`config.mk`:
```
export PLATFORM = sky130hd
export DESIGN_NAME = fc_serial_tx
export DESIGN_NICKNAME = d
export VERILOG_FILES = /design/src/rtl/fc_serial_pkg.sv /design/src/rtl/fc_8b10b_enc.sv /design/src/rtl/fc_serial_tx.sv
export SDC_FILE = /design/constraint.sdc
export NUM_CORES = 1
export LEC_CHECK = 0
export ABC_AREA = 1
export CAP_MARGIN = 40
export CORE_ASPECT_RATIO = 0.9
export CORE_MARGIN = 2
export CORE_UTILIZATION = 50
export CTS_BUF_LIST = sky130_fd_sc_hd__clkbuf_4
export DETAILED_ROUTE_END_ITERATION = 8
export PLACE_DENSITY = 0.71
export SETUP_SLACK_MARGIN = 0.15
export SLEW_MARGIN = 30
export SYNTH_ARGS = -nofsm -noshare
export SYNTH_HDL_FRONTEND = slang
export SYNTH_SLANG_ARGS = --single-unit
```
`constraint.sdc`:
```
create_clock -name clk -period 5.5 [get_ports clk]
set_input_delay 0.55 -clock clk [delete_from_list [all_inputs] [get_ports clk]]
set_output_delay 0.55 -clock clk [all_outputs]
set_load 0.02 [all_outputs]
```
`src/rtl/fc_serial_pkg.sv`:
```
// Shared constants and types for the Fibre Channel serial transmitter.
// Legal control characters are limited to K28.5 in the leading byte.
package fc_serial_pkg;

  localparam logic [7:0]  K28_5     = 8'hBC;
  localparam logic [9:0]  K28_5_RDN = 10'h0FA;
  localparam logic [9:0]  K28_5_RDP = 10'h305;
  localparam logic [31:0] FC_IDLE   = 32'hBC95B5B5;
  localparam logic [3:0]  FC_IDLE_K = 4'b1000;
  localparam int          WORD_BITS = 40;
  localparam int          NUM_LANES = 4;

  typedef logic [9:0] sym_t;

  // Only a K28.5 in the first character may be flagged as a control character.
  function automatic logic k_legal(input logic [31:0] data, input logic [3:0] k);
    return (k[2:0] == 3'b000) && (!k[3] || (data[31:24] == K28_5));
  endfunction

endpackage

```
`src/rtl/fc_8b10b_enc.sv`:
```
// Combinational 8b/10b encoder for one character (sym[9] = 'a', sym[0] = 'j').
// Control input k always produces K28.5; callers only pass k with 8'hBC.
module fc_8b10b_enc
  import fc_serial_pkg::*;
(
  input  logic [7:0] data,
  input  logic       k,
  input  logic       rd_in,
  output sym_t       sym,
  output logic       rd_out
);

  logic [4:0] x;
  logic [2:0] y;
  logic [6:0] t6;
  logic [4:0] t4;
  logic [5:0] s6;
  logic [3:0] s4;
  logic       rd_mid;
  logic       use_a7;

  assign x = data[4:0];
  assign y = data[7:5];

  // {alternates, RD- code}; alternating codes are complemented at RD+.
  always_comb begin
    t6 = 7'b0_000000;
    case (x)
      5'd0:    t6 = 7'b1_100111;
      5'd1:    t6 = 7'b1_011101;
      5'd2:    t6 = 7'b1_101101;
      5'd3:    t6 = 7'b0_110001;
      5'd4:    t6 = 7'b1_110101;
      5'd5:    t6 = 7'b0_101001;
      5'd6:    t6 = 7'b0_011001;
      5'd7:    t6 = 7'b1_111000;
      5'd8:    t6 = 7'b1_111001;
      5'd9:    t6 = 7'b0_100101;
      5'd10:   t6 = 7'b0_010101;
      5'd11:   t6 = 7'b0_110100;
      5'd12:   t6 = 7'b0_001101;
      5'd13:   t6 = 7'b0_101100;
      5'd14:   t6 = 7'b0_011100;
      5'd15:   t6 = 7'b1_010111;
      5'd16:   t6 = 7'b1_011011;
      5'd17:   t6 = 7'b0_100011;
      5'd18:   t6 = 7'b0_010011;
      5'd19:   t6 = 7'b0_110010;
      5'd20:   t6 = 7'b0_001011;
      5'd21:   t6 = 7'b0_101010;
      5'd22:   t6 = 7'b0_011010;
      5'd23:   t6 = 7'b1_111010;
      5'd24:   t6 = 7'b1_110011;
      5'd25:   t6 = 7'b0_100110;
      5'd26:   t6 = 7'b0_010110;
      5'd27:   t6 = 7'b1_110110;
      5'd28:   t6 = 7'b0_001110;
      5'd29:   t6 = 7'b1_101110;
      5'd30:   t6 = 7'b1_011110;
      default: t6 = 7'b1_101011;
    endcase
  end

  assign s6     = (t6[6] && rd_in) ? ~t6[5:0] : t6[5:0];
  // D.07 alternates but is balanced, so it leaves disparity alone.
  assign rd_mid = rd_in ^ (t6[6] && (x != 5'd7));
  assign use_a7 = rd_mid ? ((x == 5'd11) || (x == 5'd13) || (x == 5'd14))
                         : ((x == 5'd17) || (x == 5'd18) || (x == 5'd20));

  always_comb begin
    t4 = 5'b0_0000;
    case (y)
      3'd0:    t4 = 5'b1_1011;
      3'd1:    t4 = 5'b0_1001;
      3'd2:    t4 = 5'b0_0101;
      3'd3:    t4 = 5'b1_1100;
      3'd4:    t4 = 5'b1_1101;
      3'd5:    t4 = 5'b0_1010;
      3'd6:    t4 = 5'b0_0110;
      default: t4 = use_a7 ? 5'b1_0111 : 5'b1_1110;
    endcase
  end

  assign s4 = (t4[4] && rd_mid) ? ~t4[3:0] : t4[3:0];

  always_comb begin
    if (k) begin
      sym    = rd_in ? K28_5_RDP : K28_5_RDN;
      rd_out = ~rd_in;
    end else begin
      sym    = {s6, s4};
      rd_out = rd_mid ^ (t4[4] && (y != 3'd3));
    end
  end

endmodule

```
`src/rtl/fc_serial_tx.sv`:
```
// FC serial transmitter: encodes one 32-bit word per 40 line bits, MSB first,
// substituting the fill word when no legal word is offered at the load edge.
module fc_serial_tx
  import fc_serial_pkg::*;
#(
  parameter logic [31:0] FILL_WORD = FC_IDLE,
  parameter logic [3:0]  FILL_K    = FC_IDLE_K
) (
  input  logic        clk,
  input  logic        reset_n,
  input  logic [31:0] in_data,
  input  logic [3:0]  in_k,
  input  logic        in_valid,
  output logic        in_ready,
  output logic        tx_serial_data,
  output logic        tx_word_start,
  output logic        tx_rd,
  output logic        code_err
);

  localparam logic [5:0] LAST_BIT = 6'(WORD_BITS - 1);

  logic [5:0]                bit_cnt;
  logic [WORD_BITS-1:0]      shift_q;
  logic [NUM_LANES-1:0][7:0] lane_data;
  logic [NUM_LANES-1:0]      lane_k;
  sym_t [NUM_LANES-1:0]      lane_sym;
  logic [NUM_LANES:0]        rd_chain;
  logic                      in_legal;
  logic                      take_word;

  assign in_ready  = (bit_cnt == LAST_BIT);
  assign in_legal  = k_legal(in_data, in_k);
  assign take_word = in_valid && in_legal;
  assign lane_data = take_word ? in_data : FILL_WORD;
  assign lane_k    = take_word ? in_k    : FILL_K;

  // Lane NUM_LANES-1 is the first character on the line, so disparity flows downward.
  assign rd_chain[NUM_LANES] = tx_rd;

  for (genvar i = 0; i < NUM_LANES; i++) begin : g_lane
    fc_8b10b_enc u_enc (
      .data   (lane_data[i]),
      .k      (lane_k[i]),
      .rd_in  (rd_chain[i+1]),
      .sym    (lane_sym[i]),
      .rd_out (rd_chain[i])
    );
  end

  assign tx_serial_data = shift_q[WORD_BITS-1];

  always_ff @(posedge clk) begin
    if (!reset_n) begin
      bit_cnt       <= LAST_BIT;
      shift_q       <= '0;
      tx_word_start <= 1'b0;
      tx_rd         <= 1'b0;
      code_err      <= 1'b0;
    end else if (in_ready) begin
      bit_cnt       <= '0;
      shift_q       <= lane_sym;
      tx_word_start <= 1'b1;
      tx_rd         <= rd_chain[0];
      if (in_valid && !in_legal) code_err <= 1'b1;
    end else begin
      bit_cnt       <= bit_cnt + 6'd1;
      shift_q       <= {shift_q[WORD_BITS-2:0], 1'b0};
      tx_word_start <= 1'b0;
    end
  end

endmodule

```
==> results.txt <==
Status = finished clean
Startpoint types = primary input
All-Layer GR Usage = 0.231
Fin Clk Skew = 0.0116 ns
Die ar. = 9990 sq um
CTS Hold Bufs = 0
Root Buffer = clkbuf_4
Power, Total = 1.03 mW
Synth top area cells = dfxtp_1 21%, nand2_1 12%, o21ai_0 7.2%, ha_1 7.1%, inv_1 6.0%
Ys async rst share = 0
Critical path arrival = 4.67 ns
Fin cells = 861
Worst-path maximum fanout = 11
FF+latch count, synth = 49
Max-Cap Viols = 0
Vias in the first global route = 4,114
Hold Vio Cnt, Final = 0
Sequential area share after synthesis = 0.213
First-pass GRT wire length = 18,900 um
Num rows = 33
Postcts setup bufs = 0
Unique masters post-synth = 52
H-tree depth = 2
Die Wd = 105 um
Placer Congestion = 0.948
Sw frac = 0.344
Clk Latency, worst-skew pair = 0.38 ns
Slowest-stage cell, CP = clkdlybuf4s50_1
Residual DRC count = 0
CTS Sinks = 49
Psw = 355 uW
Die height = 95.0 um
Clock-pin slew on the worst setup and hold paths = 0.14 ns
VDD IR max = 0.000134 V
Port Buf Inserts = 43
Max transition margin = 0.521
Critical path capture point type = flop
EDFF count, synth = 0
# IOs = 44
Dominant cell type by area after synthesis = dfxtp_1
Predominant post-synthesis flop cell = dfxtp_1
Antenna Diode Count = 0
Power Internal = 678 uW
Area grow syn2layout = 13.1%
Max Freq = 0.228 GHz
Layout cells sized above 1 = 0.0974
GRT overflow = 0
Critical path class = primary input to flop
Mapped Nets = 765
CTS resizes = 0
Hold Path Class = flop to flop
Final setup violation count = 0
Initial DRC count = 229
DR WL/cell = 13.3 um
Initial Util = 0.509
PD cells = 199 nW/um^2
Avg Vias per Cell = 5.48
Hold slack final = 0.445 ns
TritonCTS clock tree = built
Drt pass-1 iters = 5
Vias = 4,722
Gate power share = 0.328
Average cell area after synthesis = 6.57 sq um
Worst-Margin Slew = 0.715 ns
Cell mode on critical path = nand2_1
Dpl cells = 852
Largest stage delay, worst path = 0.56 ns
Final Max Slew Viols = 0
TritonCTS Buffers = 5
Final Critical Period = 4.38 ns
Crit share post-route = 0.797
# nets final = 803
ANT nets after route = 0
Clk buf depth = 2
Clk pwr share = 0.204
Reg power frac = 0.468
WP data required = 5.79 ns
Total Neg Setup Slack = 0 ns
Mapped Cells = 700
Yosys warning count = 0
Largest net degree at the start of global routing = 37
Routed WL = 11,400 um
Yosys top cell area share = 0.213
Dpl hpwl = 9000 um
LEAKAGE = 2.18 nW
Core Area = 9040 sq um
Unrepaired setup endpoints after global routing = false
Syn Std Cell Area = 4600 sq um
Initial antenna violation count = 0
## cells in the final DEF, fill, tap and decap left out, types with 3 or more instances in the layout
master             n
a32o_1             4
inv_1             74
o2111ai_1          3
inv_2              7
nor2_1            66
nor2_2             5
o21ai_0           66
nor3_1             8
o21ai_2            4
clkinv_1           5
a22oi_1            3
a21oi_1           46
a31oi_1           11
o31ai_1            5
nand2_4            3
xor2_1            21
buf_4              3
o22ai_1            4
xnor2_1            7
o211ai_1           5
nand2_1          153
clkdlybuf4s50_1   43
ha_1              26
nand4_1            4
or2_2              4
clkbuf_4           5
nand3_2            8
nand3_1           33
dfxtp_1           49
nand3_4            4
nand2_2           11
a22o_1             6
nor2_4             7
o21ai_1           10
## per-layer routing
layer	GRT usage	wire, um
met5	0	0
met1	0.319	5390
met4	0.0400	109
met2	0.391	5240
met3	0.0349	678
## worst max-delay path, delay by kind of cell
family,cells,cell delay [ns]
AND/OR/NAND/NOR,28,2.87
buffers and inverters,4,0.89
adder cells (fa/ha/maj),1,0.35
## state kept, by name (all words and copies together), names as in the netlist
register / flops
bit_cnt: 6
code_err: 1
tx_word_start: 1
shift_q: 40
tx_rd: 1
## power groups by stage
stage          clock network, mW  logic [mW]  registers, mW
2_1_floorplan                  0       0.225          0.488
3_3_place_gp                   0       0.329          0.488
3_5_place_dp                   0       0.334          0.491
4_1_cts                    0.215       0.336          0.484
5_1_grt                    0.231       0.379          0.492
6_report                   0.211       0.339          0.483
## per-stage QoR
step	instance area, sq um	setup slack (ns)	util
after floorplan	4600	1.49	-
after global placement	5110	0.841	0.565
after detailed placement	5110	0.728	0.565
after CTS	5190	1.14	0.574
after global routing	5200	0.660	0.575
final	5200	1.12	0.575
## cells in the mapped netlist (10+ instances only)
library cell,count
inv_1,74
nand2_1,153
o21ai_0,66
clkbuf_1,10
nor2_1,67
ha_1,26
dfxtp_1,49
nand2_2,11
a31oi_1,11
a21oi_1,46
o21ai_1,10
xor2_1,21
nand3_1,33
## final cells by class
class	count	area [sq um]
clock buffer	5	37.5
inverter	86	324
timing repair buffer	47	464
sequential	49	981
tap	122	153
fill	896	3840
clock inverter	3	41.3
multi-input combinational	549	3200
## cells by family (layout without fill, tap and decap cells)
kind of cell / Yosys count / count (layout) / share of synthesized area
AOI/OAI and AO/OA: 182 / 182 / 0.237
xor gates and xnor gates: 28 / 28 / 0.0533
adders and majority gates: 27 / 27 / 0.0729
buffers and inverters: 102 / 141 / 0.0916
DFF: 49 / 49 / 0.213
and+or+nand+nor: 312 / 312 / 0.332
## worst paths after layout
path | start | endpoint | slack, ns | depth (start not counted)
setup reg to reg | bit_cnt[0]$_SDFF_PN1_ | shift_q[37]$_SDFF_PN0_ | 2.93 | 7
hold reg to reg | shift_q[31]$_SDFF_PN0_ | shift_q[32]$_SDFF_PN0_ | 0.44 | 2
hold / removal | shift_q[31]$_SDFF_PN0_ | shift_q[32]$_SDFF_PN0_ | 0.44 | 2
setup / recovery | in_data[26] | shift_q[3]$_SDFF_PN0_ | 1.12 | 33
Power figures use the tool's default switching activity.
